==> src/rtl/dmem_access_unit.sv <==
// Load/store unit in front of a 32-bit word memory without byte enables.
// Sub-word stores are read-modify-write; sub-word loads are extracted and extended.
module dmem_access_unit #(
    parameter int MEM_ADDR_W  = 16,
    parameter bit CHECK_RANGE = 1'b1
) (
    input  logic                  clock,
    input  logic                  reset,
    input  logic                  req_valid_i,
    output logic                  req_ready_o,
    input  logic                  req_write_i,
    input  logic [1:0]            req_size_i,
    input  logic                  req_unsigned_i,
    input  logic [31:0]           req_addr_i,
    input  logic [31:0]           req_wdata_i,
    output logic                  resp_valid_o,
    output logic                  resp_err_o,
    output logic [31:0]           resp_rdata_o,
    output logic [MEM_ADDR_W-1:0] mem_address_o,
    output logic [31:0]           mem_data_o,
    output logic                  mem_wren_o,
    input  logic [31:0]           mem_q_i
);
    localparam logic [2:0] S_IDLE        = 3'd0;
    localparam logic [2:0] S_ISSUE       = 3'd1;
    localparam logic [2:0] S_READ_WAIT   = 3'd2;
    localparam logic [2:0] S_MERGE_WRITE = 3'd3;
    localparam logic [2:0] S_RESP        = 3'd4;
    localparam logic [2:0] S_ERR         = 3'd5;

    logic [2:0]            state_q, state_d;
    logic [1:0]            lane_q, lane_d;
    logic [1:0]            size_q, size_d;
    logic                  write_q, write_d;
    logic                  uns_q, uns_d;
    logic [MEM_ADDR_W-1:0] addr_q, addr_d;
    logic [31:0]           data_q, data_d;
    logic [31:0]           rdata_q, rdata_d;

    logic        accept, req_err, range_err, word_store;
    logic [7:0]  byte_sel;
    logic [15:0] half_sel;
    logic [31:0] load_val, merged;

    assign accept     = req_valid_i && (state_q == S_IDLE);
    assign range_err  = CHECK_RANGE && ((req_addr_i >> (MEM_ADDR_W + 2)) != 32'd0);
    assign req_err    = (req_size_i == 2'b11)
                      || ((req_size_i == 2'b01) && req_addr_i[0])
                      || ((req_size_i == 2'b10) && (req_addr_i[1:0] != 2'b00))
                      || range_err;
    assign word_store = write_q && (size_q == 2'b10);

    always_comb begin
        byte_sel = mem_q_i[{lane_q, 3'b000} +: 8];
        half_sel = lane_q[1] ? mem_q_i[31:16] : mem_q_i[15:0];
        case (size_q)
            2'b00:   load_val = {{24{~uns_q & byte_sel[7]}}, byte_sel};
            2'b01:   load_val = {{16{~uns_q & half_sel[15]}}, half_sel};
            default: load_val = mem_q_i;
        endcase
        // data_q still holds the right-aligned store data until the merge lands
        merged = mem_q_i;
        if (size_q == 2'b00)
            merged[{lane_q, 3'b000} +: 8] = data_q[7:0];
        else if (lane_q[1])
            merged[31:16] = data_q[15:0];
        else
            merged[15:0] = data_q[15:0];
    end

    always_comb begin
        state_d = state_q;
        lane_d  = lane_q;
        size_d  = size_q;
        write_d = write_q;
        uns_d   = uns_q;
        addr_d  = addr_q;
        data_d  = data_q;
        rdata_d = rdata_q;
        case (state_q)
            S_IDLE: begin
                if (accept) begin
                    lane_d  = req_addr_i[1:0];
                    size_d  = req_size_i;
                    write_d = req_write_i;
                    uns_d   = req_unsigned_i;
                    if (req_err) begin
                        state_d = S_ERR;
                    end else begin
                        state_d = S_ISSUE;
                        addr_d  = req_addr_i[MEM_ADDR_W+1:2];
                        data_d  = req_wdata_i;
                    end
                end
            end
            S_ISSUE:       state_d = word_store ? S_RESP : S_READ_WAIT;
            S_READ_WAIT: begin
                if (write_q) begin
                    data_d  = merged;
                    state_d = S_MERGE_WRITE;
                end else begin
                    rdata_d = load_val;
                    state_d = S_RESP;
                end
            end
            S_MERGE_WRITE: state_d = S_RESP;
            default:       state_d = S_IDLE;
        endcase
    end

    always_ff @(posedge clock or posedge reset) begin
        if (reset) begin
            state_q <= S_IDLE;
            lane_q  <= '0;
            size_q  <= '0;
            write_q <= 1'b0;
            uns_q   <= 1'b0;
            addr_q  <= '0;
            data_q  <= '0;
            rdata_q <= '0;
        end else begin
            state_q <= state_d;
            lane_q  <= lane_d;
            size_q  <= size_d;
            write_q <= write_d;
            uns_q   <= uns_d;
            addr_q  <= addr_d;
            data_q  <= data_d;
            rdata_q <= rdata_d;
        end
    end

    // Write enable decodes from state so reset kills it without waiting for an edge
    assign req_ready_o   = (state_q == S_IDLE);
    assign mem_wren_o    = ((state_q == S_ISSUE) && word_store) || (state_q == S_MERGE_WRITE);
    assign resp_valid_o  = (state_q == S_RESP) || (state_q == S_ERR);
    assign resp_err_o    = (state_q == S_ERR);
    assign mem_address_o = addr_q;
    assign mem_data_o    = data_q;
    assign resp_rdata_o  = rdata_q;
endmodule

==> config.mk <==
export PLATFORM = sky130hd
export DESIGN_NAME = dmem_access_unit
export DESIGN_NICKNAME = d
export VERILOG_FILES = /design/src/rtl/dmem_access_unit.sv
export SDC_FILE = /design/constraint.sdc
export NUM_CORES = 1
export LEC_CHECK = 0
export ABC_AREA = 1
export CAP_MARGIN = 5
export CORE_ASPECT_RATIO = 0.5
export CORE_MARGIN = 1
export CORE_UTILIZATION = 50
export CTS_BUF_LIST = sky130_fd_sc_hd__clkbuf_2 sky130_fd_sc_hd__clkbuf_4 sky130_fd_sc_hd__clkbuf_8
export CTS_CLUSTER_DIAMETER = 80
export DETAILED_ROUTE_END_ITERATION = 10
export GPL_TIMING_DRIVEN = 0
export HOLD_SLACK_MARGIN = 0.05
export PLACE_DENSITY = 0.91
export SLEW_MARGIN = 20
export SYNTH_ARGS = -nofsm -noshare
export SYNTH_HDL_FRONTEND = slang
export SYNTH_SLANG_ARGS = --single-unit
==> constraint.sdc <==
create_clock -name clock -period 7 [get_ports clock]
set_input_delay 1.4 -clock clock [delete_from_list [all_inputs] [get_ports clock]]
set_output_delay 1.4 -clock clock [all_outputs]
set_load 0.005 [all_outputs]
### Yosys cells after proc, flatten, opt, wreduce, memory -nomap -nowiden

Cells that the tools add are included.

| word-level totals | value |
|---|---|
| bits in registers | 89 |
| memories kept | 0 |
| memory bits (read-only) | 0 |
| bits in writable memories | 0 |
| output and inout bits | 84 |
| input bits | 103 |
| word-level logic and storage cells | 67 |
| latch bits | 0 |

| cells by class | value |
|---|---|
| multipliers | 0 |
| add/subtract/negate cells | 1 |
| div/mod/pow operators | 0 |
| muxes and demuxes | 15 |
| reduce and logical (&&, ||, !) cells | 20 |
| eq/ne operators | 14 |
| shift-type cells | 3 |
| magnitude comparators | 0 |
| bitwise logic cells | 5 |

Operators with widths:

| cell | count |
|---|---|
| 2-to-1 mux 32 bit | 4 |
| case mux 32 bit (2 select lines) | 2 |
| 2-to-1 mux 16 bit | 3 |
| bitwise mux 32 bit | 1 |
| nonzero test 32 bit | 1 |
| variable shift 8 x 7 -> 32 bit, first input constant | 1 |
| variable part select 32 x 6 -> 8 bit | 1 |
| variable part select 8 x 7 -> 32 bit | 1 |
| 2-to-1 mux 3 bit | 4 |
| case mux 3 bit (4 select lines) | 1 |
| negation 5 -> 7 bit | 1 |
| == test 2 bit, second input constant | 3 |
| == test 3 x 2 -> 1 bit, second input constant | 2 |
| == test 3 bit, second input constant | 2 |
| logical AND 1 bit | 5 |
| logical OR 1 bit | 5 |
| AND reduction 5 bit | 1 |
| == test 2 x 1 -> 1 bit, second input constant | 2 |
| != test 2 bit, second input constant | 2 |
| AND reduction 2 bit | 2 |
| AND reduction 4 bit | 1 |
| nonzero test 2 bit | 2 |
| == test 3 x 1 -> 1 bit, second input constant | 1 |
| logical NOT 3 bit | 1 |
| 6 further kinds | 9 |

### Logic depth before layout (Yosys ltp)

Gate-level depths: netlist (run 1).

| depth | value |
|---|---|
| word-level depth | 8 |
| mapped depth | 11 |
| mapped depth without buffers | 10 |

### Worst setup path after synthesis (run 1)

Ideal clock, no wire load.

| timing path | value |
|---|---|
| kind | input to register |
| from | input port req_addr_i[19] |
| to | register data_q[0], in the netlist mem_data_o[0] |
| cell stages on the path | 8 |
| library setup time | 121 ps |
| data arrival time | 2513 ps |
| slack | 4366 ps |
| buffers on the path | 1 |
| required time | 6879 ps |
| cell sequence | or2_0 > nor2_1 > nand3_1 > nand2_1 > nand4_2 > buf_2 > o21bai_1 > nand2_1 |

| on the way | value |
|---|---|
| cells in the longest elaborated chain, start to end | 4 |

Ends and longest elaborated chain:

| what | RTL line | source |
|---|---|---|
| from (decl) | 14 | `input logic [31:0] req_addr_i,` |
| nonzero test 32 bit | 46 | `assign range_err = CHECK_RANGE && ((req_addr_i >> (MEM_ADDR_W + 2)) != 32'd0);` |
| logical OR 1 bit | 50 | `\|\| range_err;` |
| != test 2 bit (no line) | n/a |  |
| AND reduction 5 bit (no line) | n/a |  |
| to (signal assigned) | 128 | `data_q <= data_d;` |
| to (decl) | 37 | `logic [31:0] data_q, data_d;` |

Every way passes these cells.
A chain may end at the register's enable or synchronous reset.

### Worst setup path in the final report (run 1)

| timing path | value |
|---|---|
| from | register size_q[1] |
| to | output port mem_wren_o |

| on the way | value |
|---|---|
| cells in the longest elaborated chain, start to end | 4 |

Ends and longest elaborated chain:

| what | RTL line | source |
|---|---|---|
| from (decl) | 33 | `logic [1:0] size_q, size_d;` |
| from (signal assigned) | 124 | `size_q <= size_d;` |
| == test 2 bit | 51 | `assign word_store = write_q && (size_q == 2'b10);` |
| logical AND 1 bit | 51 |  |
| logical AND 1 bit | 135 | `assign mem_wren_o = ((state_q == S_ISSUE) && word_store) \|\| (state_q == S_MERGE_WRITE);` |
| logical OR 1 bit | 135 |  |
| to (decl) | 21 | `output logic mem_wren_o,` |

Every way passes these cells.

==> results of run 1 <==
==> per-stage QoR <==
| step | hold slack (ns) | instances | worst slack (ns) | utilization (%) |
|---|---|---|---|---|
| finish | 0.496 | 999 | 3.39 | 76.2 |
| CTS | 0.502 | 999 | 3.40 | 76.2 |
| global route | 0.511 | 999 | 3.24 | 76.2 |
| detailed placement | 0.470 | 983 | 3.64 | 74.0 |
| floorplan | 0.472 | 661 | 3.29 | - |
| global placement | 0.464 | 982 | 1.95 | 73.8 |
==> worst max-delay path: stages, from the launching register on <==
cell             delay, ns
dfrtp_1               0.35
buf_2                 0.19
inv_1                 0.07
clkbuf_1              0.22
nor3_1                0.28
nor2_1                0.07
nor2_1                0.14
clkdlybuf4s50_1       0.52
==> layout make-up <==
| type | instances | area (sq um) |
|---|---|---|
| inverter | 64 | 243 |
| buffer | 38 | 183 |
| fill | 733 | 2310 |
| tap | 135 | 169 |
| timing repair buffer | 187 | 1880 |
| clock inverter | 7 | 95.1 |
| sequential | 89 | 2230 |
| clock buffer | 9 | 124 |
| multi-input combinational | 470 | 2490 |
==> synth_stat cells (3+ instances only) <==
cell / count
a211oi_1: 4
a21oi_1: 57
a2bb2oi_1: 16
buf_2: 13
clkbuf_1: 20
dfrtp_1: 89
ha_1: 5
inv_1: 58
inv_2: 6
mux2_1: 10
mux2_2: 6
nand2_1: 156
nand3_1: 30
nor2_1: 37
nor2_2: 3
nor2_4: 4
o211ai_1: 17
o21ai_0: 62
o21ai_1: 19
o21bai_1: 8
o22ai_1: 24
==> routing by layer <==
layer / wire length (um) / share of wire (%)
met1: 8170 / 43
met5: 0 / 0
met3: 1970 / 10
met4: 359 / 1.9
met2: 8320 / 44
==> final timing paths <==
kind,start,end,cells past startpoint
min in group asynchronous,reset,resp_rdata_o[8],2
worst max register to register,lane_q[0],mem_data_o[23],10
max in group asynchronous,reset,mem_data_o[22],3
worst min register to register,mem_data_o[16],mem_data_o[16],2
worst max-delay path,size_q[1],mem_wren_o,7
worst min-delay path,mem_data_o[16],mem_data_o[16],2
==> kinds of logic (layout without fill, tap and decap cells) <==
kind of cell,after synthesis,count (layout)
adders and majority gates,5,5
AOI/OAI and AO/OA,210,210
and+or+nand+nor,239,239
DFF,89,89
buffers and inverters,102,305
muxes,16,16
==> cell usage in the layout (no fill, tap or decap), drive strengths merged <==
master	n
mux2	16
or2	1
buf	18
bufinv	1
clkinv	3
dfrtp	89
inv	67
a2bb2oi	16
o22ai	24
nand4	2
o21ai	81
o32ai	1
a21oi	58
a211oi	4
o22a	1
clkbuf	30
nor3	3
o211ai	17
nand3	31
o21bai	8
ha	5
clkdlybuf4s50	186
nand2	158
nor2	44
==> registers in the layout (all words and copies together), names as in the netlist <==
register and count:
mem_data_o 32, state_q 3, mem_address_o 16, size_q 2
write_q 1, resp_rdata_o 32, lane_q 2, uns_q 1
==> power breakdown <==
group | switching [uW] | internal, uW
sequential | 169 | 727
clock | 223 | 176
combinational | 908 | 741
==> run_results.csv, run 1 <==
group,metric,value,unit
synth,ys_async_sr_fraction,100,%
cells_and_area,final_area,7420,sq um
status,run_status,"completed",
critical_path,r2r_slack,4.54,ns
synth,synth.area.mux_share,3.50,%
global_route,met1_usage,50.7,%
timing,fmax,277,MHz
clock_network,ctsHoldBuffers,0,
die,io_pins,187,
critical_path,crit_required,5.60,ns
detailed_routing,wire_per_inst,18.8,um
global_route,grt_antenna_before_repair,0,
clock_network,post-cts-setup-buffers,0,
global_route,grt_pass1_vias,5426,
die,initial_utilization,52.9,%
timing,setup_violations,0,
synth,postSynthCellCount,661,
pwr,finalPower,2940,uW
pwr,power_leakage,0.00335,uW
timing,hold_viol,0,
cells_and_area,n_antenna_cell,0,
synth,syn-mean-instance-area,7.78,sq um
timing,finClkSkew,0.00992,ns
synth,synth_top_family_by_area,"compound AO/OA/AOI/OAI gates",
critical_path,worst-setup-path-type,"flop to primary output",
place,gp_congestion,0.952,
synth,synth_top_area_share,43.3,%
timing,min_period,3.61,ns
pwr,ir_worst_vdd,247,uV
clock_network,cts-resized-gates,0,
clock_network,cts_tree,"done",
die,coreArea,9730,sq um
clock_network,cts_buffers,9,
die,row_count,25,
global_route,top_usage_layer,"met2",
critical_path,arrival,2.21,ns
synth,syn_area,5140,sq um
detailed_routing,drc_errors,0,
timing,worstMarginPinSlew,0.658,ns
clock_network,htree_levels,3,
global_route,grt_max_degree,53,
synth,synth_seq_cells,89,
synth,synth-main-ff-cell,"dfrtp_1",
timing,final.setup.tns,0,ns
detailed_routing,vias,5732,
cells_and_area,synthToLayoutAreaGrowth,44.2,%
synth,yosys_warnings,0,
job,maxCapViolations,0,
clock_network,clockRootBuffer,"clkbuf_8",
critical_path,crit_fanout,10,
detailed_routing,dr.pass1.iters,6,
global_route,grt.overflow.total,0,
synth,synth-simple-area-share,20.0,%
critical_path,start_kind,"flop",
clock_network,clk_pin_slew_worst_paths,0.10,ns
synth,ys_seq_area_share,43.3,%
synth,yosys-top-cells-area,"dfrtp_1, nand2_1, o21ai_0",
detailed_routing,viasPerCell,5.74,
synth,synthDistinctLibCells,34,
synth,yosys.area_share.xor_xnor,0,%
die,die_height,73.7,um
timing,timing.slew.headroom,56.2,%
clock_network,cts_sinks,89,
synth,yosys.area.top_type,"dfrtp_1",
worst_hold_path,hold_path.class,"flop to flop",
detailed_routing,finalWirelength,18800,um
cells_and_area,layout-drive-gt1-share,7.18,%
clock_network,clockBufferDepth,2,
timing,rsz0062_at_grt,"false",
cells_and_area,nNetsFinal,967,
die,dieArea,10700,sq um
global_route,grtUsageTotal,36.2,%
die,dieWidth,145,um
global_route,grt_pass1_wl,29400,um
detailed_routing,drtIter0Drc,645,
synth,synth_fa_ha_area_share,1.22,%
clock_network,clk_latency,0.38,ns
global_route,use_met2,56.9,%
synth,synth_compound_area_share,23.8,%
pwr,p_per_area,397,nW/um^2
place,io_buffer_count,186,
critical_path,end_kind,"primary output",
global_route,grt.met3_usage,7.95,%
place,dpl.hpwl,14600,um
synth,synth_fp_nets,769,
synth,synth_edf_count,0,
place,placed_area,7200,sq um
timing,maxSlewViolCount,0,
timing,fin_crit_sh,51.6,%
detailed_routing,drtAntennaViolNets,0,
Note: power is estimated with default switching activity, not from simulation.
==> run 2, diff against run 1 <==
--- a/config.mk
+++ b/config.mk
@@ -9,13 +9,13 @@
 export CAP_MARGIN = 5
 export CORE_ASPECT_RATIO = 0.5
 export CORE_MARGIN = 1
-export CORE_UTILIZATION = 50
+export CORE_UTILIZATION = 42
 export CTS_BUF_LIST = sky130_fd_sc_hd__clkbuf_2 sky130_fd_sc_hd__clkbuf_4 sky130_fd_sc_hd__clkbuf_8
 export CTS_CLUSTER_DIAMETER = 80
 export DETAILED_ROUTE_END_ITERATION = 10
 export GPL_TIMING_DRIVEN = 0
 export HOLD_SLACK_MARGIN = 0.05
-export PLACE_DENSITY = 0.91
+export PLACE_DENSITY = 0.82
 export SLEW_MARGIN = 20
 export SYNTH_ARGS = -nofsm -noshare
 export SYNTH_HDL_FRONTEND = slang
==> constraint.sdc (replaced) <==
create_clock -name clock -period 2.95 [get_ports clock]
set_input_delay 0.59 -clock clock [delete_from_list [all_inputs] [get_ports clock]]
set_output_delay 0.59 -clock clock [all_outputs]
set_load 0.005 [all_outputs]
==> run 2 against run 1 <==
The flow now finishes with violations (DRC); clock power is 140% higher; die area is 19% higher; design area is 0.64% higher; non-clock buffer count stayed put; core utilization is 13 points lower; largest cell class unchanged; setup slack worse by 3.2 ns; first-iteration DRC count is 2.2% higher; sequential cell count stayed put; clock-buffer cell count stayed put; sequential share of layout area is 0.19 points lower.
==> run_results.csv, run 2 (synthesized netlist as in run 1, its figures left out) <==
group,metric,value,unit
critical_path,r2r_slack,0.46,ns
place,gp_congestion,0.929,
timing,worstMarginPinSlew,0.602,ns
status,violations,"DRC",
timing,fmax,364,MHz
detailed_routing,viasPerCell,5.49,
clock_network,cts_buffers,9,
die,io_pins,187,
timing,fin_crit_sh,93.2,%
cells_and_area,final_common_cell,"clkdlybuf4s50_1",
critical_path,crit_required,2.36,ns
place,placed_area,7240,sq um
timing,rsz0062_at_grt,"false",
cells_and_area,seq_area,2230,sq um
status,run_status,"complete, but fails checks",
clock_network,post-cts-setup-buffers,0,
timing,timing.hold.ws,0.493,ns
die,dieWidth,159,um
clock_network,clk_pin_slew_worst_paths,0.10,ns
global_route,grt_antenna_before_repair,0,
job,maxCapViolations,0,
clock_network,cts_sinks,89,
critical_path,start_kind,"flop",
place,io_buffer_count,186,
cells_and_area,nFillCells,1038,
timing,timing.slew.headroom,59.9,%
detailed_routing,vias,5648,
die,die_height,80.3,um
die,row_count,28,
clock_network,cts_tree,"done",
cells_and_area,multi_input_area,2500,sq um
detailed_routing,drtAntennaViolNets,0,
global_route,grt.overflow.total,0,
clock_network,clockRootBuffer,"clkbuf_8",
critical_path,arrival,2.16,ns
detailed_routing,finalWirelength,18600,um
timing,final.setup.tns,0,ns
place,dp_cells,1013,
clock_network,cts-resized-gates,0,
die,coreArea,11900,sq um
global_route,grt_pass1_wl,28300,um
die,dieArea,12700,sq um
clock_network,clk_latency,0.39,ns
critical_path,crit_fanout,10,
pwr,power_leakage,0.00336,uW
critical_path,worst-setup-path-type,"flop to primary output",
die,initial_utilization,43.3,%
cells_and_area,n_antenna_cell,0,
worst_hold_path,hold_path.class,"flop to flop",
clock_network,htree_levels,3,
global_route,grt_pass1_vias,5294,
place,dpl.hpwl,14400,um
timing,setup_violations,0,
detailed_routing,wire_per_inst,18.1,um
detailed_routing,drtIter0Drc,659,
timing,maxSlewViolCount,0,
clock_network,clockBufferDepth,2,
cells_and_area,final_cells,1029,
detailed_routing,drc_errors,1,
pwr,ir_worst_vdd,383,uV
clock_network,ctsHoldBuffers,0,
timing,min_period,2.75,ns
pwr,p_per_area,933,nW/um^2
cells_and_area,layout-drive-gt1-share,7.29,%
cells_and_area,final_cell_mix,"clkdlybuf4s50_1, nand2_1, dfrtp_1",
global_route,grtUsageTotal,29.8,%
detailed_routing,dr.pass1.iters,9,
timing,finClkSkew,0.0126,ns
cells_and_area,final_area,7460,sq um
cells_and_area,nNetsFinal,967,
cells_and_area,synthToLayoutAreaGrowth,45.1,%
critical_path,end_kind,"primary output",
timing,hold_viol,0,
global_route,grt_max_degree,59,
==> run 2: cell count changes in the layout (fill, tap and decap cells not counted) <==
cell	previous run	this run
nor3_1	2	1
clkinv_4	2	1
inv_6	1	3
nor3_2	0	1
inv_8	2	1
buf_12	1	0
buf_16	0	1
==> run 2: path summary, 6_finish.rpt <==
| path | depth (start not counted) | start | endpoint |
|---|---|---|---|
| setup / recovery | 7 | size_q[1] | mem_wren_o |
| hold / removal | 2 | mem_data_o[28] | mem_data_o[28] |
| setup reg to reg | 10 | lane_q[0] | mem_data_o[22] |
| hold reg to reg | 2 | mem_data_o[28] | mem_data_o[28] |
| max in group asynchronous | 3 | reset | mem_data_o[4] |
| min in group asynchronous | 2 | reset | resp_rdata_o[27] |
==> run 2: routing by layer <==
layer	vias up	wire (um)	GRT usage, %
met3	38	1790	7.18
li1	2634	-	-
met4	0	391	8.94
met5	-	0	0
met1	2666	8330	41.3
met2	310	8140	45.7
==> run 2: where the power goes <==
group	internal [uW]	total [uW]	leakage [uW]	switching, uW
combinational	1760	3880	0.00214	2120
sequential	1730	2140	0.00111	412
clock	416	949	0.000109	533
total	3900	6970	0.00336	3070
==> run 2: metrics by stage <==
step	setup slack, ns	total power [uW]	utilization [%]
final	0.200	6970	62.9
after global routing	0.0592	7440	62.9
after CTS	0.171	6910	62.8
after detailed placement	0.375	5950	61.0
after global placement	-1.31	5850	60.7
after floorplan	0.0531	4140	-
==> run 2: critical path, cell delays in order, from the launching register on <==
cell,delay [ns]
dfrtp_1,0.33
buf_2,0.20
inv_1,0.07
clkbuf_1,0.23
nor3_2,0.21
nor2_1,0.06
nor2_1,0.14
clkdlybuf4s50_1,0.52
==> run 2: final cells by class <==
cell class              count  share of cell area (%)
plain buffers              38                    2.45
clock buffers               9                    1.66
clock inverters             7                    1.24
inverters                  64                    3.25
multi-input cells         470                    33.5
flip-flops and latches     89                    29.8
well taps                 165                    2.77
repair buffers            187                    25.3
